[src/rtl/aes_word_bridge.sv]
// aes_word_bridge: word-serial bridge that gathers a 128-bit block, loads the AES core,
// waits for it to finish, then returns the result as four 32-bit words.
module aes_word_bridge (
    input  logic         clk,
    input  logic         rst,
    input  logic         key_we_i,
    input  logic [2:0]   key_addr_i,
    input  logic [31:0]  key_word_i,
    input  logic [1:0]   size_i,
    input  logic         dec_i,
    input  logic         in_valid_i,
    input  logic [31:0]  in_data_i,
    output logic         in_ready_o,
    output logic         out_valid_o,
    output logic [31:0]  out_data_o,
    input  logic         out_ready_i,
    output logic         core_load_o,
    output logic [255:0] core_key_o,
    output logic [127:0] core_data_o,
    output logic [1:0]   core_size_o,
    output logic         core_dec_o,
    input  logic [127:0] core_data_i,
    input  logic         core_busy_i,
    output logic         busy_o
);
    typedef enum logic [1:0] {COLLECT, LOAD, WAIT, DRAIN} state_t;
    state_t state, state_n;
    logic [1:0] cnt, idx;
    logic first;
    logic [127:0] res_q;
    // the core raises busy only in the cycle after the load edge, so that cycle is skipped
    logic done;
    assign done = state == WAIT && !first && !core_busy_i;
    always_comb begin
        state_n = state;
        case (state)
            COLLECT: state_n = in_valid_i && cnt == 2'd3 ? LOAD : COLLECT;
            LOAD:    state_n = WAIT;
            WAIT:    state_n = done ? DRAIN : WAIT;
            DRAIN:   state_n = out_ready_i && idx == 2'd3 ? COLLECT : DRAIN;
            default: state_n = COLLECT;
        endcase
    end
    always_ff @(posedge clk) begin
        if (rst) begin
            state       <= COLLECT;
            cnt         <= '0;
            idx         <= '0;
            first       <= 1'b0;
            core_key_o  <= '0;
            core_data_o <= '0;
            core_size_o <= '0;
            core_dec_o  <= 1'b0;
            res_q       <= '0;
        end else begin
            state <= state_n;
            first <= state == LOAD;
            if (key_we_i && (state == COLLECT || state == DRAIN))
                core_key_o[{~key_addr_i, 5'b0} +: 32] <= key_word_i;
            if (state == COLLECT && in_valid_i) begin
                core_data_o[{~cnt, 5'b0} +: 32] <= in_data_i;
                cnt <= cnt + 2'd1;
                if (cnt == 2'd0) begin
                    core_size_o <= size_i;
                    core_dec_o  <= dec_i;
                end
            end
            if (done)
                res_q <= core_data_i;
            if (state == DRAIN && out_ready_i)
                idx <= idx + 2'd1;
        end
    end
    assign in_ready_o  = state == COLLECT;
    assign out_valid_o = state == DRAIN;
    assign out_data_o  = res_q[{~idx, 5'b0} +: 32];
    assign core_load_o = state == LOAD;
    assign busy_o      = state == LOAD || state == WAIT;
endmodule

[config.mk]
export PLATFORM = sky130hd
export DESIGN_NAME = aes_word_bridge
export DESIGN_NICKNAME = d
export VERILOG_FILES = /design/src/rtl/aes_word_bridge.sv
export SDC_FILE = /design/constraint.sdc
export NUM_CORES = 1
export LEC_CHECK = 0
export ABC_AREA = 1
export CORE_AREA = 4 4 240 242
export CTS_CLUSTER_DIAMETER = 80
export CTS_CLUSTER_SIZE = 24
export DETAILED_ROUTE_END_ITERATION = 10
export DIE_AREA = 0 0 244 246
export GPL_TIMING_DRIVEN = 0
export PLACE_DENSITY_LB_ADDON = 0.25
export SLEW_MARGIN = 20
export SYNTH_ARGS = -nofsm -noshare
export SYNTH_HDL_FRONTEND = slang
export SYNTH_SLANG_ARGS = --single-unit
[constraint.sdc]
create_clock -name clk -period 2.3 [get_ports clk]
set_clock_uncertainty 0.15 [all_clocks]
set_input_delay 0.46 -clock clk [delete_from_list [all_inputs] [get_ports clk]]
set_output_delay 0.46 -clock clk [all_outputs]
set_load 0.01 [all_outputs]
==> metrics, run 1 <==
CTS tree=yes; nets=4040; Die Height=246 um; DRC=0; root buffer cell=clkbuf_16; Clk pin slew, worst setup/hold paths=0.10 ns; number of synthesized register bits=522; number of H-tree levels=1; Layout area overhead=43.4%; WP buf/inv=3; Max-cap violations=0; Cell Pwr Density=587 nW/um^2; dpl ws=-0.975 ns; DP HPWL=77600 um; reg2reg start=state[1]; hold_ws=0.255 ns; Core Region=55100 sq um; total CTS buffers=30; Critical path origin=idx[0]; Total GRT Usage=31.2%; Mapped Cells=3139; starting density of the core=39.7%; cell mode on critical path=clkbuf_16; Netlist Area Pre-Place=21900 sq um; WP data arrival=1.92 ns; Final ANT Viol Nets=0; syn nets=3357; RSZ-0062 raised after global routing=true; R2R setup slack=0.09 ns; Seq/Total Area, Yosys=47.8%; vias in the first global route=21900; syn avg cell area=6.96 sq um; first-pass GRT wire length=143000 um; CP Class=flip-flop to primary output; Slowest-stage cell, CP=dfxtp_4; CP endpoint kind=primary output; gpl congestion=0.989; WL final=99700 um; Peak VDD IR=0.554 mV; Placed Cells=4513; worst skew pair latency=0.62 ns; die area=60000 sq um; leakage=0.0124 uW; Horiz. Die Dim=244 um; post-route non-filler standard cell count=4593; Final min period=2.53 ns; relative max-transition margin=46.0%; Fin. Hold Viols=0; Required @ worst endpoint=1.69 ns; met3 global-route usage=7.51%; WP depth=5; Cell Chain, Critical Path=clkbuf_16 > clkbuf_16 > o21ai_1 > o22ai_4 > buf_6; synth warn=0; worst r2r dst=core_key_o[203]; crit start category=flip-flop; failing checks=negative setup slack; HP Class=input port to flip-flop; GRT Max-Usage Layer=met2; met1 usage=38.3%; Critical Path End=out_data_o[11]; Sink Count=522; Vias/cell=5.18; CP Max Fanout=8; CTS max path bufs=3; Worst-Margin Slew=0.810 ns; # setup viols final=32; Setup WS post-layout=-0.231 ns; synth unique cells=28; family with the most delay on the worst path=buffers and inverters; Port-buffer cells=626; I/O Pins=627; Slew Viols, Final=0; status=finished with violations; Wirelength per Cell=21.7 um; largest net degree at the start of global routing=25; max incr delay on CP=0.39 ns; share of layout cells above drive strength 1=10.0%; initial DRC count=2303; vias=23800; Setup TNS Final=-4.81 ns; initial antenna violation count=5; Final Cycle Share=110%; Global Route met2 Usage=53.3%; Site Rows=86; Overflow after GRT=0; Reg2Reg Depth=10; achievable frequency=395 MHz; First-pass DRT Iterations=6
-- cells by family (layout without fill, tap and decap cells) --
family	Yosys count	after routing	synth area share [%]
other cells	0	3	0
buf+inv	410	1113	7.71
fa+ha+maj	14	14	0.801
compound gates	435	435	10.1
flops	522	522	47.8
simple gates	1758	1758	33.5
-- worst min-delay path by stage --
stage | from | to | slack [ns] | cells after the start
6_report | core_data_i[7] | res_q[7] | 0.25 | 3
5_1_grt | core_data_i[116] | res_q[116] | 0.25 | 3
4_1_cts | core_data_i[116] | res_q[116] | 0.23 | 3
3_5_place_dp | res_q[76] | res_q[76] | 0.30 | 2
3_3_place_gp | res_q[51] | res_q[51] | 0.30 | 2
2_1_floorplan | res_q[57] | res_q[57] | 0.29 | 2
-- timing repair --
item,CTS,global route
setup endpoints to repair,480,462
buffers inserted,10,8
resized for setup,352,194
pin swaps,29,24
hold buffers,0,0
gates cloned,7,4
-- Yosys cell counts (all sizes together) --
cell	n	area [sq um]
o21ai	109	546
nor3	37	195
nand2	700	2640
nand3	281	1450
clkbuf	154	578
inv	161	607
nor2	649	2480
and2	3	18.8
a31oi	1	6.26
dfxtp	522	10500
a21oi	293	1470
clkinv	1	3.75
o22ai	32	200
or2	1	6.26
buf	94	497
ha	14	175
nand4	87	544
-- worst register-to-register path, cell delays in order (launching register included) --
cell	delay (ns)
dfxtp_2	0.36
inv_1	0.10
ha_4	0.31
inv_2	0.08
nand2_1	0.19
nor2_4	0.21
nand3_4	0.18
inv_2	0.20
buf_4	0.21
nor2_1	0.05
nor2_1	0.11
-- where the power goes --
group | internal [uW] | leakage [uW] | switching, uW
clock | 2770 | 0.000490 | 3420
combinational | 1110 | 0.00766 | 1720
sequential | 9240 | 0.00422 | 131
-- flip-flops by register name, summed over array words and instances, names as in the netlist --
signal,cells
core_key_o,256
idx,2
core_size_o,2
core_dec_o,1
core_data_o,128
state,2
res_q,128
cnt,2
first,1
-- per-stage QoR --
stage	cell area, sq um	util, %	power [uW]
detailed placement	29100	52.7	12300
global route	31300	56.9	19000
floorplan	21900	-	10800
CTS	30800	55.9	18400
global placement	29100	52.7	12300
finish	31300	56.9	18400
-- final cells by class --
class / instances / area [sq um]
inverter: 162 / 633
clock buffer: 37 / 828
tap: 748 / 936
buffer: 245 / 1410
antenna: 3 / 7.51
fill: 5375 / 23700
clock inverter: 15 / 166
timing repair buffer: 654 / 6490
sequential: 522 / 10500
multi-input combinational: 2207 / 10400
-- cell usage in the layout (no fill, tap or decap), drive strengths merged --
master and n:
a21oi 293, a31oi 1, and2 3, buf 149, bufinv 1, clkbuf 194
clkdlybuf4s15 1, clkdlybuf4s50 581, clkinv 5, clkinvlp 1, dfxtp 522, diode 3
dlygate4sd2 6, dlymetal6s2s 5, ha 14, inv 170, nand2 700, nand3 281
nand4 87, nor2 649, nor3 37, o21ai 109, o22ai 32, or2 1
-- layer usage --
layer | vias to the layer above | wire [um]
met5 | - | 38
met3 | 193 | 9210
met4 | 4 | 4690
met2 | 1106 | 47500
li1 | 11500 | -
met1 | 11000 | 38300
Note: power is estimated with default switching activity, not from simulation.
==> inputs of run 2 (changes only) <==
- SKIP_LAST_GASP: unset -> 1
- TNS_END_PERCENT: unset -> 5
==> metrics, run 2 (synthesis gave the netlist of run 1 again) <==
I/O Pins=627 (unchanged); Site Rows=86 (unchanged); starting density of the core=39.7% (unchanged); leakage=0.0121 uW (-2.5%); commonest non-fill, non-tap cell in the layout=nand2_1; die area=60000 sq um (unchanged); achievable frequency=390 MHz (-1.4%); CTS tree=yes; root buffer cell=clkbuf_16; Slew Viols, Final=0 (unchanged); DRC=0 (unchanged); Critical path origin=idx[0]; WL final=98800 um (-0.98%); Required @ worst endpoint=1.69 ns (about the same); CP Max Fanout=10 (+2); Seq pwr share=51.0% (about the same); CTS max path bufs=3 (unchanged); Comb power frac=15.3% (about the same); crit start category=flip-flop; Setup WS post-layout=-0.266 ns (-0.0352 ns); first-pass GRT wire length=142000 um (-0.30%); vias in the first global route=21800 (-0.41%); Fin. Hold Viols=0 (unchanged); hold_ws=0.255 ns (-0.0000910 ns); Die Height=246 um (unchanged); number of H-tree levels=1 (unchanged); initial antenna violation count=5 (unchanged); Hold Startpoint=core_data_i[7]; status=finished with violations; First-pass DRT Iterations=6 (unchanged); Clk pin slew, worst setup/hold paths=0.10 ns (about the same); switch share=28.7% (about the same); relative max-transition margin=44.8% (-1.1 points); total CTS buffers=30 (unchanged); Regs by FF count=core_key_o (256), core_data_o (128), res_q (128); Overflow after GRT=0 (unchanged); initial DRC count=2190 (-4.9%); Layout area overhead=40.3%; DP HPWL=77600 um (unchanged); CP Class=flip-flop to primary output; Worst-Margin Slew=0.828 ns (+0.0171 ns); Horiz. Die Dim=244 um (unchanged); share of layout cells above drive strength 1=7.91% (-2.1 points); Core Region=55100 sq um (unchanged); Finished Core Util=55.7% (-1.2 points); Final min period=2.57 ns (+0.0352 ns); Wirelength per Cell=21.5 um (-0.80%); Max-cap violations=0 (unchanged); worst skew pair latency=0.62 ns (about the same); Port-buffer cells=626 (unchanged); vias=23700 (-0.58%); nets=4031 (-0.22%); highest-count cells in the layout ignoring fill and taps=695 x nand2_1, 619 x nor2_1, 591 x clkdlybuf4s50_1; WP data arrival=1.96 ns (+0.04 ns); # setup viols final=88 (+180%); Peak VDD IR=0.549 mV (-0.86%); CP endpoint kind=primary output; gpl congestion=0.989 (unchanged); Power Internal=13100 uW (about the same); HP Class=input port to flip-flop; Biggest register=core_key_o; largest net degree at the start of global routing=25 (unchanged); Final ANT Viol Nets=0 (unchanged); Largest register FFs=256 (unchanged); Sw Pwr=5270 uW (-0.12%); RSZ-0062 raised after global routing=true; Sink Count=522 (unchanged); reg2reg start=state[0]; Final Cycle Share=112% (+1.5 points); failing checks=negative setup slack; Clk pwr share=33.7% (about the same); Total GRT Usage=31.1% (-0.093 points); Vias/cell=5.16 (-0.41%); Cell Pwr Density=599 nW/um^2 (+2.1%)
## run 2: changes by cell type in the layout (fill, tap and decap cells not counted), sizes merged
cell	before	now
dlymetal6s2s	5	2
buf	149	132
diode	3	4
clkbuf	194	200
clkdlybuf4s50	581	591
dlygate4sd2	6	1
## run 2: area by class of cell
type | count | area, sq um
fillers | 5492 | 24400
flip-flops and latches | 522 | 10500
multi-input cells | 2207 | 10000
repair buffers | 642 | 6320
plain buffers | 248 | 1320
well taps | 748 | 936
clock buffers | 37 | 828
inverters | 162 | 618
clock inverters | 15 | 166
diodes | 4 | 10.0
## run 2: per-stage QoR
stage | std cells | TNS (ns) | setup slack, ns | power [uW] | instance area (sq um)
after floorplan | 3139 | 0 | 0.0636 | 10800 | 21900
after global placement | 4513 | -288.50 | -0.942 | 12300 | 29100
after detailed placement | 4513 | -289.07 | -0.975 | 12300 | 29100
after CTS | 4575 | -48.41 | -0.238 | 18400 | 30500
after global routing | 4583 | -28.36 | -0.272 | 19000 | 30700
final | 4585 | -7.89 | -0.266 | 18400 | 30700
## run 2: routing by layer
metal | global-route usage (%) | up-vias | part of all wire (%)
li1 | - | 11400 | -
met1 | 38.3 | 11000 | 39
met2 | 53.5 | 1097 | 47
met3 | 7.50 | 176 | 9.3
met4 | 10.6 | 4 | 4.4
met5 | 0 | - | 0.027
## run 2: critical path, stage by stage (launching register included)
cell       delay (ns)
dfxtp_4          0.38
inv_2            0.10
clkbuf_16        0.19
clkbuf_16        0.17
nor2_1           0.05
o22ai_2          0.24
buf_2            0.21
## run 2: power by group through the flow
stage / Sequential, uW / Clock, uW / Combinational (uW)
floorplan: 9650 / 0 / 1170
global placement: 9580 / 0 / 2700
detailed placement: 9580 / 0 / 2710
CTS: 9370 / 6260 / 2750
global route: 9400 / 6580 / 3020
finish: 9370 / 6200 / 2810
## run 2: worst paths after layout
check                         end  slack [ns]  cells past startpoint
hold / removal           res_q[7]        0.25                      3
hold reg to reg         res_q[74]        0.31                      2
setup reg to reg  core_key_o[149]       -0.09                      9
setup / recovery   out_data_o[10]       -0.27                      6
## run 2: repair_timing
action,CTS,global route
hold endpoints to repair,0,0
endpoints found under the setup margin,480,540
resized for setup,272,61
pin swaps,24,3
gates cloned,6,1
setup buffers,4,5
hold buffers,0,0
==> inputs of run 3 (changes only) <==
- ABC_CLOCK_PERIOD_IN_PS: unset -> 2300
- SKIP_LAST_GASP: 1 -> unset
==> metrics, run 3 (synthesis gave the netlist of run 1 again) <==
total CTS buffers=30 (unchanged); DP HPWL=77600 um (unchanged); WL final=98600 um (-0.14%); First-pass DRT Iterations=5 (-1); Overflow after GRT=0 (unchanged); hold_ws=0.262 ns (+0.00677 ns); Cell Pwr Density=593 nW/um^2 (-1.0%); largest net degree at the start of global routing=25 (unchanged); Site Rows=86 (unchanged); crit start category=flip-flop; Max-cap violations=0 (unchanged); Clk pin slew, worst setup/hold paths=0.10 ns (about the same); relative max-transition margin=43.8% (-1.0 points); Total GRT Usage=31.1% (+0.035 points); CP Max Fanout=5 (-5); first-pass GRT wire length=142000 um (+0.12%); Vias/cell=5.19 (+0.52%); Core Region=55100 sq um (unchanged); Peak VDD IR=0.553 mV (+0.74%); die area=60000 sq um (unchanged); nets=4027 (-0.099%); vias in the first global route=21800 (+0.18%); root buffer cell=clkbuf_16; Biggest register=core_key_o; highest-count cells in the layout ignoring fill and taps=694 x nand2_1, 603 x nor2_1, 579 x clkdlybuf4s50_1; I/O Pins=627 (unchanged); leakage=0.0122 uW (+1.4%); initial DRC count=2360 (+7.8%); failing checks=negative setup slack; Post-CTS Hold Buffers=0 (unchanged); # setup viols final=32 (-64%); Final min period=2.48 ns (-0.0876 ns); Setup WS post-layout=-0.178 ns (+0.0876 ns); Die Height=246 um (unchanged); Largest register FFs=256 (unchanged); Worst-Margin Slew=0.843 ns (+0.0149 ns); Finished Core Util=56.2% (+0.52 points); achievable frequency=403 MHz (+3.5%); Sink Count=522 (unchanged); CTS max path bufs=3 (unchanged); RSZ-0062 raised after global routing=true; Fin. Hold Viols=0 (unchanged); Slew Viols, Final=0 (unchanged); DRC=0 (unchanged); Port-buffer cells=626 (unchanged); starting density of the core=39.7% (unchanged); HP Class=input port to flip-flop; status=finished with violations; CP endpoint kind=primary output; commonest non-fill, non-tap cell in the layout=nand2_1; CP Class=flip-flop to primary output; dpl ws=-0.975 ns (unchanged); WP data arrival=1.87 ns (-0.09 ns); Regs by FF count=core_key_o (256), core_data_o (128), res_q (128); initial antenna violation count=5 (unchanged); share of layout cells above drive strength 1=8.70% (+0.79 points); Placed Cells=4513 (unchanged); number of H-tree levels=1 (unchanged); Required @ worst endpoint=1.69 ns (about the same); Wirelength per Cell=21.5 um (about the same); vias=23800 (+0.41%); CTS tree=yes; worst skew pair latency=0.61 ns (about the same); Final ANT Viol Nets=0 (unchanged); Layout area overhead=41.7%; Horiz. Die Dim=244 um (unchanged); Final Cycle Share=108% (-3.8 points); R2R setup slack=0.10 ns (+0.19 ns); gpl congestion=0.989 (unchanged); post-route non-filler standard cell count=4580 (-0.11%)
run 3: report_power, final:
group / total [uW] / switching [uW] / internal, uW / leakage (uW)
Sequential: 9370 / 130 / 9240 / 0.00422
Combinational: 2810 / 1720 / 1090 / 0.00751
Clock: 6180 / 3410 / 2770 / 0.000490
run 3: worst max-delay path, stage by stage (launching register included):
cell and delay, ns:
dfxtp_4 0.38, inv_4 0.08, clkbuf_8 0.15, clkbuf_16 0.15, nor2_1 0.05, o22ai_2 0.26, buf_2 0.19
run 3: cell type report:
class / count / area (sq um)
Fill cell: 5413 / 24100
Sequential cell: 522 / 10500
Multi-Input combinational cell: 2207 / 10200
Timing Repair Buffer: 639 / 6330
Buffer: 247 / 1390
Tap cell: 748 / 936
Clock buffer: 37 / 828
Inverter: 162 / 628
Clock inverter: 15 / 166
Antenna cell: 3 / 7.51
run 3: timing repair:
item | 4_1_cts | 5_1_grt
resized for setup | 355 | 100
setup buffers | 4 | 2
pin swaps | 32 | 23
hold endpoints to repair | 0 | 0
endpoints found under the setup margin | 480 | 456
cloned | 6 | 1
run 3: per-layer routing:
metal  part of all wire (%)  GRT usage, %
met3                    9.2          7.67
met4                    4.7          11.6
met2                     47          53.0
met5                  0.027             0
met1                     39          38.2
run 3: metrics by stage:
step | instance area [sq um] | setup TNS [ns] | total power, uW
3_5_place_dp | 29100 | -289.07 | 12300
4_1_cts | 30700 | -4.78 | 18400
2_1_floorplan | 21900 | 0 | 10800
6_report | 31000 | -3.98 | 18400
3_3_place_gp | 29100 | -288.50 | 12300
5_1_grt | 31000 | -6.78 | 19000
run 3: path summary, 6_finish.rpt:
path                         start               end  cells after the start
setup / recovery            idx[0]    out_data_o[12]                      6
hold / removal      core_data_i[7]          res_q[7]                      3
setup reg to reg          state[0]        res_q[116]                      9
hold reg to reg   core_data_o[125]  core_data_o[125]                      2
